[src/rtl/dmem_copy_engine_pkg.sv]
// Shared definitions for the DMem copy engine: FSM encoding and the
// address/data width defaults shared with DMem.
package dmem_copy_engine_pkg;

    localparam int DMEM_AW = 4;
    localparam int DMEM_DW = 8;

    typedef enum logic [1:0] {
        ST_IDLE = 2'd0,
        ST_RD   = 2'd1,
        ST_WR   = 2'd2,
        ST_DONE = 2'd3
    } copy_state_t;

    // The CPU loses the DMem port in every state except IDLE.
    function automatic logic engine_owns_bus(input copy_state_t s);
        return (s != ST_IDLE);
    endfunction

endpackage

[src/rtl/dmem_copy_engine_if.sv]
// Simple single-port memory bus, used for both the CPU side and the DMem side.
interface dmem_copy_engine_if
    import dmem_copy_engine_pkg::*;
#(
    parameter int AW = DMEM_AW,
    parameter int DW = DMEM_DW
);

    logic          en;
    logic          we;
    logic [AW-1:0] addr;
    logic [DW-1:0] wdata;
    logic [DW-1:0] rdata;

    modport master (
        output en,
        output we,
        output addr,
        output wdata,
        input  rdata
    );

    modport slave (
        input  en,
        input  we,
        input  addr,
        input  wdata,
        output rdata
    );

endinterface

[src/rtl/dmem_copy_engine.sv]
// DMem access stage: passes CPU requests through when idle, otherwise runs a
// forward block copy inside DMem (one read + one write per byte) and stalls the CPU.
module dmem_copy_engine
    import dmem_copy_engine_pkg::*;
#(
    parameter int AW = DMEM_AW,
    parameter int DW = DMEM_DW,
    parameter int LW = AW + 1
)
(
    input  logic                clk,
    input  logic                rst_n,
    dmem_copy_engine_if.slave   cpu,
    dmem_copy_engine_if.master  mem,
    input  logic                Start,
    input  logic [AW-1:0]       SrcAddr,
    input  logic [AW-1:0]       DstAddr,
    input  logic [LW-1:0]       Len,
    output logic                Busy,
    output logic                Done,
    output logic                Stall
);

    localparam logic [LW-1:0] MAX_LEN = LW'(2 ** AW);

    copy_state_t   state;
    copy_state_t   state_nxt;
    logic [AW-1:0] src_ptr;
    logic [AW-1:0] dst_ptr;
    logic [LW-1:0] count;
    logic [DW-1:0] byte_buf;
    logic [LW-1:0] len_clamped;

    // Lengths beyond the memory size would only re-copy bytes, so cap them.
    assign len_clamped = (Len > MAX_LEN) ? MAX_LEN : Len;

    always_ff @(posedge clk or negedge rst_n) begin
        if (!rst_n) begin
            state <= ST_IDLE;
        end else begin
            state <= state_nxt;
        end
    end

    always_comb begin
        state_nxt = state;
        case (state)
            ST_IDLE: begin
                if (Start) begin
                    state_nxt = (len_clamped == '0) ? ST_DONE : ST_RD;
                end
            end
            ST_RD:   state_nxt = ST_WR;
            ST_WR:   state_nxt = (count == LW'(1)) ? ST_DONE : ST_RD;
            ST_DONE: state_nxt = ST_IDLE;
            default: state_nxt = ST_IDLE;
        endcase
    end

    always_ff @(posedge clk or negedge rst_n) begin
        if (!rst_n) begin
            src_ptr  <= '0;
            dst_ptr  <= '0;
            count    <= '0;
            byte_buf <= '0;
        end else begin
            case (state)
                ST_IDLE: begin
                    if (Start) begin
                        src_ptr <= SrcAddr;
                        dst_ptr <= DstAddr;
                        count   <= len_clamped;
                    end
                end
                ST_RD: begin
                    byte_buf <= mem.rdata;
                end
                ST_WR: begin
                    // Pointers wrap modulo the memory size by plain overflow.
                    src_ptr <= src_ptr + AW'(1);
                    dst_ptr <= dst_ptr + AW'(1);
                    count   <= count - LW'(1);
                end
                default: ;
            endcase
        end
    end

    always_comb begin
        mem.en    = 1'b0;
        mem.we    = 1'b0;
        mem.addr  = '0;
        mem.wdata = '0;
        cpu.rdata = '0;
        Busy      = (state == ST_RD) || (state == ST_WR);
        Done      = (state == ST_DONE);
        Stall     = engine_owns_bus(state);
        case (state)
            ST_IDLE: begin
                if (cpu.en) begin
                    mem.en    = 1'b1;
                    mem.we    = cpu.we;
                    mem.addr  = cpu.addr;
                    mem.wdata = cpu.wdata;
                end
                cpu.rdata = mem.rdata;
            end
            ST_RD: begin
                mem.en   = 1'b1;
                mem.addr = src_ptr;
            end
            ST_WR: begin
                mem.en    = 1'b1;
                mem.we    = 1'b1;
                mem.addr  = dst_ptr;
                mem.wdata = byte_buf;
            end
            default: ;
        endcase
    end

    // Done is a single-cycle pulse and is always followed by IDLE.
    a_done_pulse: assert property (@(posedge clk) disable iff (!rst_n) Done |=> !Done);
    a_stall_def:  assert property (@(posedge clk) disable iff (!rst_n) Stall == (Busy | Done));

endmodule
[src/flat_wrapper.sv]
// flat-port wrapper written by rule: the top's interface ports become plain ports
module dmem_copy_engine_flat import dmem_copy_engine_pkg::*;
#(
    parameter int AW = DMEM_AW,
    parameter int DW = DMEM_DW,
    parameter int LW = AW + 1
)
  (clk, rst_n, Start, SrcAddr, DstAddr, Len, Busy, Done, Stall, cpu_en, cpu_we, cpu_addr, cpu_wdata, cpu_rdata, mem_en, mem_we, mem_addr, mem_wdata, mem_rdata);
  dmem_copy_engine_if #(.AW(AW), .DW(DW)) cpu_i ();
  dmem_copy_engine_if #(.AW(AW), .DW(DW)) mem_i ();
  input  logic clk;
  input  logic rst_n;
  input  logic Start;
  input  logic [AW-1:0] SrcAddr;
  input  logic [AW-1:0] DstAddr;
  input  logic [LW-1:0] Len;
  output logic Busy;
  output logic Done;
  output logic Stall;
  input wire logic [$bits(cpu_i.en)-1:0] cpu_en;
  input wire logic [$bits(cpu_i.we)-1:0] cpu_we;
  input wire logic [$bits(cpu_i.addr)-1:0] cpu_addr;
  input wire logic [$bits(cpu_i.wdata)-1:0] cpu_wdata;
  output wire logic [$bits(cpu_i.rdata)-1:0] cpu_rdata;
  output wire logic [$bits(mem_i.en)-1:0] mem_en;
  output wire logic [$bits(mem_i.we)-1:0] mem_we;
  output wire logic [$bits(mem_i.addr)-1:0] mem_addr;
  output wire logic [$bits(mem_i.wdata)-1:0] mem_wdata;
  input wire logic [$bits(mem_i.rdata)-1:0] mem_rdata;
  assign cpu_i.en = cpu_en;
  assign cpu_i.we = cpu_we;
  assign cpu_i.addr = cpu_addr;
  assign cpu_i.wdata = cpu_wdata;
  assign cpu_rdata = cpu_i.rdata;
  assign mem_en = mem_i.en;
  assign mem_we = mem_i.we;
  assign mem_addr = mem_i.addr;
  assign mem_wdata = mem_i.wdata;
  assign mem_i.rdata = mem_rdata;
  dmem_copy_engine #(.AW(AW), .DW(DW), .LW(LW)) u_core (.clk(clk), .rst_n(rst_n), .cpu(cpu_i), .mem(mem_i), .Start(Start), .SrcAddr(SrcAddr), .DstAddr(DstAddr), .Len(Len), .Busy(Busy), .Done(Done), .Stall(Stall));
endmodule
[config.mk]
export PLATFORM = sky130hd
export DESIGN_NAME = dmem_copy_engine_flat
export DESIGN_NICKNAME = d
export VERILOG_FILES = /design/src/rtl/dmem_copy_engine_pkg.sv /design/src/rtl/dmem_copy_engine_if.sv /design/src/rtl/dmem_copy_engine.sv /design/src/flat_wrapper.sv
export SDC_FILE = /design/constraint.sdc
export NUM_CORES = 1
export LEC_CHECK = 0
export BUFFER_PORTS_ARGS = -buffer_cell sky130_fd_sc_hd__buf_2
export CAP_MARGIN = 20
export CORE_AREA = 3 3 61 63
export CTS_CLUSTER_SIZE = 25
export DETAILED_ROUTE_END_ITERATION = 12
export DIE_AREA = 0 0 64 66
export PLACE_DENSITY = 0.82
export SYNTH_ARGS = -nofsm -noshare
export SYNTH_HDL_FRONTEND = slang
export SYNTH_SLANG_ARGS = --single-unit
[constraint.sdc]
create_clock -name clk -period 3 [get_ports clk]
set_input_delay 0.3 -clock clk [delete_from_list [all_inputs] [get_ports clk]]
set_output_delay 0.3 -clock clk [all_outputs]
set_load 0.005 [all_outputs]
## Word-level counts from Yosys, hierarchy flattened

Cells that the tools add are included.

| operators by class | value |
|---|---|
| add/sub/neg operators | 3 |
| $lt $le $gt $ge | 1 |
| equal/unequal tests | 5 |
| multiplexer cells | 20 |
| reduce and logical (&&, ||, !) cells | 7 |

Operators by type and width:

| operator | number |
|---|---|
| 8-bit 2-to-1 mux | 2 |
| 4-bit one-hot mux with 2 select lines | 2 |
| 8-bit one-hot mux with 2 select lines | 1 |
| 4-bit 2-to-1 mux | 3 |
| 4-bit one-hot mux with 3 select lines | 1 |
| 5-bit 2-to-1 mux | 2 |
| 5-bit one-hot mux with 2 select lines | 1 |
| 4-bit by 1-bit adder with 4-bit output (second input constant) | 2 |
| 2-bit one-hot mux with 4 select lines | 1 |
| 2-bit 2-to-1 mux | 3 |
| 5-bit by 1-bit == test with 1-bit output (second input constant) | 1 |
| 5-bit > comparator (second input constant) | 1 |
| 5-bit zero test | 1 |
| 5-bit by 1-bit subtractor with 5-bit output (second input constant) | 1 |
| 2-bit == test (second input constant) | 2 |
| 1-bit one-hot mux with 2 select lines | 2 |
| 2-bit nonzero test | 2 |
| 2-bit by 1-bit == test with 1-bit output (second input constant) | 1 |
| 2-bit zero test | 1 |
| 1-bit 2-to-1 mux | 2 |
| 2-bit != test (second input constant) | 1 |
| 2-bit AND reduction | 1 |
| 2-bit OR reduction | 1 |
| 1-bit logical OR | 1 |

| storage, ports and cells | value |
|---|---|
| register bits after elaboration | 23 |
| bits of input ports | 38 |
| output and inout bits | 25 |
| logic and storage cells | 41 |

## Depth between registers and ports, before layout

| logic depth | value |
|---|---|
| depth in word-level cells | 6 |
| mapped depth | 8 |
| depth with buffers taken out | 5 |

## Worst setup path after synthesis

OpenSTA, ideal clock, no wires.

| timing | value |
|---|---|
| path type | register -> output |
| start point | reg u_core.state[0] |
| end point | out mem_addr[2] |
| arrival | 1.405 ns |
| required time | 2.700 ns |
| slack | 1.295 ns |
| stages on the path, launching flop included | 8 |
| path buffers | 3 |
| cells stage by stage | dfrtp_1 inv_1 ha_1 buf_6 buf_6 buf_6 a222oi_1 nor2_1 |

| between the ends | value |
|---|---|
| word-level cells in the longest chain between the ends | 2 |
| elaborated cells between the ends (all ways) | 4 |
| classes of those cells | 2 x eq/ne; 1 x mux; 1 x reduce/logical |

RTL lines:

| item | RTL line | RTL |
|---|---|---|
| start: declaration | dmem_copy_engine.sv:26 | `copy_state_t state;` |
| start signal: assignment | dmem_copy_engine.sv:41 | `state <= state_nxt;` |
| 2-bit == test (tied with other cells) | dmem_copy_engine.sv:98 | `case (state)` |
| 4-bit one-hot mux with 3 select lines (*) | dmem_copy_engine.sv:98 |  |
| end: declaration | flat_wrapper.sv:27 | `output wire logic [$bits(mem_i.addr)-1:0] mem_addr;` |

Every way passes the cells marked *; elsewhere a longest branch is shown, timed or not.

## Worst setup path in the final report

| timing | value |
|---|---|
| start point | reg u_core.state[0] |
| end point | out mem_addr[3] |

Same word-level chain as after synthesis.

==> results by group <==
Clock network
  • Clk Latency, worst-skew pair: 0.32 ns
  • Clock-pin slew on the worst setup and hold paths: 0.14 ns
  • # resized after CTS: 0
  • Post-CTS Repair Setup Buffers: 0
  • TritonCTS clock tree: done
  • CTS H-tree lvls: 1
  • Cell at the root of the clock tree: clkbuf_4
  • Total CTS buffers: 3
  • CTS max path bufs: 2
  • CTS sink count: 23
  • Hold Buf Count CTS: 1

Pwr
  • Peak supply drop: 612.4 µV
  • Psw: 956.6 µW
  • Sw Ratio: 44.56%
  • Internal power: 1190 µW
  • P per Cell Area: 1049 nW/µm²
  • Flop pwr share: 30.9%
  • LEAKAGE: 0.0009736 µW
  • Clock share of power: 6.9%
  • Combinational power share: 62.2%

Route
  • ANT nets after route: 0
  • Mean number of vias per cell: 5.779
  • DRT Wirelength: 4219 µm
  • Iter 0 DRT Violations: 134
  • Routed via count: 1647
  • Residual DRC count: 0
  • DR WL/cell: 14.80 µm
  • First-pass iteration count of the detailed router: 5

Setup path
  • Critical path fanouts, max: 14
  • Slowest-stage cell, CP: and2_0
  • R2R cell count: 6
  • Reg2reg end: u_core.src_ptr[2]
  • Crit Path Category: flip-flop to output port
  • RR Startpoint: u_core.state[0]
  • Worst EP required: 2.70 ns
  • Critical Path Start: u_core.state[0]
  • Worst EP arrival: 2.08 ns
  • CP endpoint kind: output port
  • Startpoint types: flip-flop
  • Worst R2R Setup Slack: 1.13 ns
  • Slowest stage delay, CP: 0.61 ns
  • Crit-path cells: inv_1 > ha_1 > and2_0 > a222oi_1 > nor2_1 > buf_2
  • Buf/Inv on CP: 2
  • Crit-path leading delay family: simple AND/OR/NAND/NOR gates

Place
  • HPWL after DPL: 3013 µm
  • Routability cong.: 0.8167
  • Placed cell areas: 2009 µm²
  • # port buffers: 62

Global routing
  • Vias in the first global route: 1531
  • First-pass GRT wire length: 7100 µm
  • Gr usage total: 20.98%
  • Gr ovfl total: 0
  • Met1 Use GR: 29.13%
  • Largest net degree at the start of global routing: 48
  • Initial antenna violation count: 0
  • Busiest layer in global routing: met2
  • Grt met3 use: 3.571%
  • Grt met2 use: 33.94%

Cells and area
  • Fin nets: 286
  • # fillers: 311
  • Post-route cell area: 2047 µm²
  • Area grow syn2layout: 19.07%
  • Most frequent cells in the layout: buf_2, dfrtp_1, nor2_1
  • Antenna diodes: 0
  • Commonest non-fill, non-tap cell in the layout: buf_2
  • Layout cell share with drive strength beyond 1: 34.73%

Floorplan
  • Die Area: 4224 µm²
  • IO Pins: 63
  • Initial Util: 52.34%
  • Die extent in x: 64 µm
  • FP Rows: 21
  • Core Region: 3284 µm²
  • Die height: 66 µm

Worst hold path
  • Min-Delay Endpoint: u_core.byte_buf[1]
  • Min-Delay Path Class: input pin to flip-flop
  • Min-delay src: mem_rdata[1]
  • Cells on Worst Hold Path: 2

Logic synthesis
  • Avg Inst Size Synth: 9.293 µm²
  • Netlist Area Pre-Place: 1719 µm²
  • Seq/Total Area, Yosys: 33.48%
  • Synth cell types: 43
  • Synth Instances: 185
  • Syn. warnings: 0
  • Total nets after synthesis: 231
  • Flops & latches, synth: 23

STA
  • Fmax: 419.7 MHz
  • Worst clock skew: 0.01082 ns
  • Slew @ Worst Pin: 0.7442 ns
  • Slew margin rel.: 50.36%
  • Final Hold Viols: 0
  • Setup-violating endpoint count in the final report: 0
  • Final count of pins violating max slew: 0
  • Tcrit/Tclk final: 79.42%
  • Setup_tns: 0 ns
  • Tmin final: 2.383 ns
  • RSZ-0062 raised after global routing: no

Flow run
  • Max Cap Viol: 0

Run status
  • Status: finished clean
state kept, by name (all words and copies together) (netlist names):
signal,flops
u_core.src_ptr,4
u_core.state,2
u_core.dst_ptr,4
u_core.byte_buf,8
u_core.count,5
per-layer routing:
layer	share of wire, %	vias to the layer above	wire [µm]
met5	0	-	0
li1	-	801	-
met4	0.81	0	34
met1	46	780	1946
met3	6.5	5	275
met2	47	61	1963
Yosys cell counts (all sizes together):
master	number	area share [%]
nor2	11	2.4
a31oi	1	0.36
buf	14	5.2
and3b	1	0.51
o21a	2	0.87
ha	8	5.8
a311oi	2	1.0
inv	7	1.5
a22oi	1	0.44
and2	9	3.3
nor3b	6	2.9
o21ai	5	1.5
o22ai	10	3.6
a211oi	6	2.6
or2	4	1.5
nand2	7	1.5
mux2	10	6.6
dfrtp	23	33
nand2b	2	0.73
mux2i	5	2.9
o31a	2	1.0
nand3b	3	1.3
nor4	1	0.36
nor2b	1	0.36
clkbuf	1	0.22
o311ai	1	0.51
a221o	1	0.58
a2bb2oi	1	0.51
a21oi	9	2.6
a221oi	2	1.0
nand3	8	2.3
a211o	1	0.51
nor3	1	0.29
a21o	1	0.44
or3	1	0.36
a22o	10	5.1
xor2	2	1.0
o211ai	1	0.44
a222oi	4	2.3
power by group through the flow:
| stage | sequential (µW) | clock (µW) | combinational (µW) |
|---|---|---|---|
| floorplan | 604 | 0 | 1050 |
| finish | 663 | 149 | 1340 |
| CTS | 657 | 154 | 1350 |
| global route | 687 | 169 | 1510 |
| global placement | 657 | 0 | 1310 |
| detailed placement | 665 | 0 | 1340 |
kinds of logic after synthesis:
group	count (synthesis)	synth area share (%)
fa+ha+maj	8	5.823
buf+inv	22	6.914
compound gates	60	25.47
mux	15	9.462
xor+xnor	2	1.019
flops	23	33.48
simple gates	55	17.83
through the flow:
step	instances	power [µW]	setup slack, ns	hold WS, ns	util [%]
after floorplan	185	1655	1.295	0.004409	-
after global routing	285	2369	0.3874	0.2024	62.32
after CTS	285	2161	0.5828	0.2106	62.32
final	285	2147	0.6173	0.2097	62.32
after global placement	280	1963	1.042	0.3069	61.18
after detailed placement	280	2001	0.9751	0.3116	61.18
worst max path at each step:
stage	end	slack, ns	cells after the start
floorplan	mem_addr[2]	1.30	7
global placement	mem_addr[1]	1.04	6
detailed placement	mem_addr[1]	0.98	6
CTS	mem_addr[3]	0.58	6
global route	mem_addr[1]	0.39	6
finish	mem_addr[3]	0.62	6
final cells by class:
cell class	instances	area (µm²)	share of cell area [%]
clock buffer	3	22.52	1.100
multi-input combinational	140	1025	50.06
inverter	7	26.28	1.284
clock inverter	1	5.005	0.2445
sequential	23	575.6	28.12
tap	46	57.56	2.812
timing repair buffer	65	335.3	16.38
Power figures use the tool's default switching activity.
